`src/rtl/lcd_timing_pkg.sv`:
```
// lcd_timing_pkg: shared raster phase type and region-boundary helpers
package lcd_timing_pkg;
  typedef enum logic [1:0] {PH_SYNC, PH_BACK, PH_ACTIVE, PH_FRONT} phase_t;
  function automatic logic [15:0] act_start(int sync, int bp);
    return 16'(sync + bp);
  endfunction
  function automatic logic [15:0] act_end(int sync, int bp, int act);
    return 16'(sync + bp + act);
  endfunction
  function automatic logic [15:0] axis_total(int sync, int bp, int act, int fp);
    return 16'(sync + bp + act + fp);
  endfunction
endpackage

```
`src/rtl/lcd_axis_counter.sv`:
```
// lcd_axis_counter: one raster axis; position counter plus SYNC/BACK/ACTIVE/FRONT phase
module lcd_axis_counter
  import lcd_timing_pkg::*;
#(
  parameter int SYNC = 1,
  parameter int BP   = 1,
  parameter int ACT  = 1,
  parameter int FP   = 1
) (
  input  logic        pixel_clk,
  input  logic        rst,
  input  logic        step,
  output logic [15:0] count,
  output phase_t      phase,
  output logic        wrap
);
  localparam logic [15:0] SYNC_END  = 16'(SYNC);
  localparam logic [15:0] ACT_START = act_start(SYNC, BP);
  localparam logic [15:0] ACT_END   = act_end(SYNC, BP, ACT);
  localparam logic [15:0] LAST      = axis_total(SYNC, BP, ACT, FP) - 16'd1;
  logic [15:0] nxt;
  phase_t      phase_nxt;
  assign wrap = step && count == LAST;
  assign nxt  = wrap ? 16'd0 : count + 16'd1;
  // phase moves when the next position lands on a region boundary
  always_comb
    phase_nxt = (phase == PH_SYNC   && nxt == SYNC_END)  ? PH_BACK   :
                (phase == PH_BACK   && nxt == ACT_START) ? PH_ACTIVE :
                (phase == PH_ACTIVE && nxt == ACT_END)   ? PH_FRONT  :
                (phase == PH_FRONT  && wrap)             ? PH_SYNC   : phase;
  always_ff @(posedge pixel_clk or negedge rst)
    if (!rst) begin
      count <= '0;
      phase <= PH_SYNC;
    end else if (step) begin
      count <= nxt;
      phase <= phase_nxt;
    end
endmodule

```
`src/rtl/lcd_timing_gen.sv`:
```
// lcd_timing_gen: LCD raster timing (sync, data enable, line/frame strobes)
module lcd_timing_gen
  import lcd_timing_pkg::*;
#(
  parameter int   H_ACTIVE = 800,
  parameter int   H_FP     = 40,
  parameter int   H_SYNC   = 48,
  parameter int   H_BP     = 40,
  parameter int   V_ACTIVE = 480,
  parameter int   V_FP     = 13,
  parameter int   V_SYNC   = 3,
  parameter int   V_BP     = 29,
  parameter logic HS_POL   = 1'b0,
  parameter logic VS_POL   = 1'b0
) (
  input  logic        pixel_clk,
  input  logic        rst,
  input  logic        en,
  output logic [15:0] x,
  output logic [15:0] y,
  output logic        LCD_HYNC,
  output logic        LCD_SYNC,
  output logic        LCD_DEN,
  output logic        line_start,
  output logic        frame_start,
  output logic [7:0]  frame_count
);
  phase_t h_phase, v_phase;
  logic   h_wrap, v_wrap;
  lcd_axis_counter #(.SYNC(H_SYNC), .BP(H_BP), .ACT(H_ACTIVE), .FP(H_FP)) u_h (
    .pixel_clk, .rst, .step(en), .count(x), .phase(h_phase), .wrap(h_wrap)
  );
  lcd_axis_counter #(.SYNC(V_SYNC), .BP(V_BP), .ACT(V_ACTIVE), .FP(V_FP)) u_v (
    .pixel_clk, .rst, .step(h_wrap), .count(y), .phase(v_phase), .wrap(v_wrap)
  );
  // sync/DEN decode registered phase state, so they line up with x/y
  assign LCD_HYNC = (h_phase == PH_SYNC) ? HS_POL : ~HS_POL;
  assign LCD_SYNC = (v_phase == PH_SYNC) ? VS_POL : ~VS_POL;
  assign LCD_DEN  = en && h_phase == PH_ACTIVE && v_phase == PH_ACTIVE;
  always_ff @(posedge pixel_clk or negedge rst)
    if (!rst) begin
      line_start  <= 1'b0;
      frame_start <= 1'b0;
      frame_count <= '0;
    end else begin
      line_start  <= h_wrap;
      frame_start <= v_wrap;
      frame_count <= frame_count + {7'd0, v_wrap};
    end
endmodule

```
`config.mk`:
```
export PLATFORM = sky130hd
export DESIGN_NAME = lcd_timing_gen
export DESIGN_NICKNAME = d
export VERILOG_FILES = /design/src/rtl/lcd_timing_pkg.sv /design/src/rtl/lcd_axis_counter.sv /design/src/rtl/lcd_timing_gen.sv
export SDC_FILE = /design/constraint.sdc
export NUM_CORES = 1
export LEC_CHECK = 0
export CORE_UTILIZATION = 49
export CTS_CLUSTER_SIZE = 28
export DETAILED_ROUTE_END_ITERATION = 8
export PLACE_DENSITY = 0.87
export SYNTH_ARGS = -nofsm -noshare
export SYNTH_HDL_FRONTEND = slang
export SYNTH_SLANG_ARGS = --single-unit
```
`constraint.sdc`:
```
create_clock -name pixel_clk -period 2.27 [get_ports pixel_clk]
set_input_delay 0.3405 -clock pixel_clk [delete_from_list [all_inputs] [get_ports pixel_clk]]
set_output_delay 0.3405 -clock pixel_clk [all_outputs]
set_load 0.03 [all_outputs]
```
==> impl_metrics.py <==
metrics = {
    "floorplanning": {
        "rows": 28,
        "initial_core_util_pct": 51.4,
        "design.core.area_um2": 5990,
        "die_area_um2": 6600,
        "die_w_um": 81.2,
        "die_h_um": 81.2,
        "io_pins": 48,
    },
    "routing": {
        "vias": 3103,
        "via_per_inst": 6.10,
        "wirelength_mm": 8.58,
        "drt-pass1-iter-count": 5,
        "drtAntennaViolNets": 0,
        "remaining_drc_errors": 0,
        "avgRoutedWirePerCell_um": 16.9,
        "drtIter0Drc": 256,
    },
    "clock_network": {
        "clockBufferDepth": 2,
        "clkTransAtPathRegs_ns": 0.10,
        "tritoncts": "done",
        "numCtsBuffers": 5,
        "insertion_delay_ns": 0.31,
        "cts.sinks": 46,
        "htreeDepth": 2,
        "cts_root_buf": "clkbuf_8",
    },
    "power": {
        "internal_power_w": 0.00147,
        "power.switching_w": 0.000903,
        "pwr-share-comb_pct": 34.9,
        "total_power_w": 0.00237,
        "p_seq_share_pct": 42.3,
        "cellPowerDensity_nw_per_um2": 563,
        "p_leak_nw": 1.74,
        "swShare_pct": 38.1,
        "ir_worst_vdd_mv": 0.649,
        "pwr-share-clk_pct": 22.8,
    },
    "yosys": {
        "netlist_area_um2": 3080,
        "yosys_warnings": 0,
        "synth_seq_cells": 46,
        "ys_seq_area_share_pct": 37.4,
        "syn_nets": 350,
        "async_flop_share_pct": 100,
        "synth_cells": 342,
        "syn_avg_cell_area_um2": 9.00,
        "yosys.cell_types.count": 58,
        "synth-main-ff-cell": "dfrtp_1",
        "synth_edf_count": 0,
    },
    "run_status": {
        "status": "finished, final reports clean",
    },
    "grt": {
        "grt_use_total_pct": 26.3,
        "gr-total-overflow": 0,
        "grt_pass1_wl_mm": 13.5,
        "grt_max_degree": 23,
        "grt_pass1_vias": 2853,
        "antenna_found_initial": 0,
    },
    "worst_setup_path": {
        "crit_path_max_incr_delay_ns": 0.46,
        "cp_max_fo": 14,
        "crit_chain": "ha_4, and4_4, buf_4, nand4_1, buf_4, buf_4, nand2_1, nor4b_2, o21bai_1, a2bb2oi_1",
        "worstPathArrival_ns": 2.46,
        "cp_slowest_cell": "dfrtp_2",
        "crit_path_end_kind": "register",
        "cp_common_cell": "buf_4",
        "cp-start-kind": "register",
        "path_class": "register to register",
        "cp_data_required_time_ns": 2.50,
    },
    "layout": {
        "fin_util_pct": 70.4,
        "final-seq-area_um2": 1170,
        "layout.cells.non_filler": 509,
        "area_growth_pct": 37.1,
        "final_cell_mix": "buf_4 (65), clkdlybuf4s50_1 (45), dfrtp_1 (31)",
        "final_cell_area_um2": 4220,
        "drive_gt1_share_pct": 27.6,
        "fill_cells": 436,
        "nNetsFinal": 441,
        "multiInputGateArea_um2": 1860,
        "final_common_cell": "buf_4",
        "diodes": 0,
    },
    "placement": {
        "place_hpwl_mm": 5.86,
        "dpl-instance-area_um2": 3880,
        "dp.cells": 480,
        "gp_congestion": 0.915,
        "port_buffers": 47,
    },
    "sta": {
        "hold_viol": 0,
        "hold_ws_ns": 0.482,
        "period_minus_slack_ns": 2.23,
        "setup_violations": 0,
        "final_max_slew_viol_count": 0,
        "fin_skew_ns": 0.00955,
        "timing.fmax_mhz": 447,
        "max_slew_margin_pct": 65.6,
        "period_share_pct": 98.5,
        "worst_pin_slew_ns": 0.515,
    },
    "flow_run": {
        "cap_violations": 0,
    },
    "hold_path": {
        "hold_path_class": "register to register",
    },
}
-- worst paths after layout --
check | end | from | slack (ns) | cells past startpoint
worst max-delay path | u_h.phase[0] | u_h.count[0] | 0.04 | 10
min in group asynchronous | u_v.count[2] | rst | 0.53 | 2
worst min register to register | frame_count[7] | frame_count[7] | 0.48 | 1
worst min-delay path | frame_count[7] | frame_count[7] | 0.48 | 1
worst max register to register | u_h.phase[0] | u_h.count[0] | 0.04 | 10
max in group asynchronous | u_h.count[4] | rst | 1.12 | 3
-- Yosys cell counts, drive strengths merged, types with 3 or more instances --
cell    number  area (um^2)
a21oi        5         25.0
a31oi        6         37.5
and3         7         43.8
and4         4         35.0
buf         15         96.3
clkbuf      15         58.8
dfrtp       46         1150
ha           5         62.6
inv         10         37.5
nand2       31          119
nand3       24          143
nand4       15          109
nor2        17         66.3
nor2b        4         25.0
nor3        10         50.1
nor4        12          105
nor4b        5         43.8
o21ai       24          120
o31ai        8         70.1
or2          3         18.8
or3          4         25.0
xnor2       28          245
xor2        12          105
-- registers in the layout (all words and copies together) (netlist names) --
signal / cells
u_v.phase: 2
u_v.count: 16
frame_count: 8
u_h.count: 16
line_start: 1
frame_start: 1
u_h.phase: 2
-- cell families (layout without fill, tap and decap cells) --
group	after synthesis	after routing	synth area share (%)
fa+ha+maj	5	5	2.03
compound gates	61	61	13.2
buf+inv	40	131	6.26
flops	46	46	37.4
xor+xnor	40	40	11.4
mux	1	1	0.325
simple gates	149	150	29.4
-- stage by stage --
stage               setup TNS [ns]  setup slack [ns]
floorplan                -0.000317         -0.000317
global placement           -0.0803           -0.0298
detailed placement          -0.773            -0.128
CTS                              0           0.00737
global route                -0.131           -0.0434
finish                           0            0.0350
-- layer usage --
layer,up-vias,track usage (%),share of wire (%)
met5,-,0,0
met1,1480,33.6,41
met3,29,4.16,7.0
met4,0,9.46,2.7
li1,1424,-,-
met2,170,44.9,49
-- power by group through the flow --
stage | clock network [W] | logic [W] | registers (W)
after CTS | 0.000551 | 0.000705 | 0.000995
after detailed placement | 0 | 0.000683 | 0.00101
after floorplan | 0 | 0.000409 | 0.00107
after global routing | 0.000586 | 0.000879 | 0.00101
final | 0.000541 | 0.000828 | 0.00100
after global placement | 0 | 0.000669 | 0.00101
-- final cells by class --
class	count	area share, %
Tap cell	75	2.22
Clock buffer	5	1.63
Multi-Input combinational cell	257	44.1
Sequential cell	46	27.7
Inverter	10	0.890
Timing Repair Buffer	113	22.9
Clock inverter	3	0.593
-- what timing repair did --
item / in CTS / in global routing
gates resized for setup: 2 / 15
cloned: 0 / 1
hold buffers: 1 / 0
setup buffers: 4 / 15
hold endpoints to repair: 10 / 0
setup endpoints to repair: 2 / 8
pin swaps: 6 / 8
-- critical path, delay by kind of cell, from the launching register on --
kind	cells	cell delay [ns]
AOI/OAI and AO/OA	2	0.26
buffers and inverters	3	0.48
and+or+nand+nor	4	0.75
DFF	1	0.46
adders and majority gates	1	0.20
Note: power is estimated with default switching activity, not from simulation.
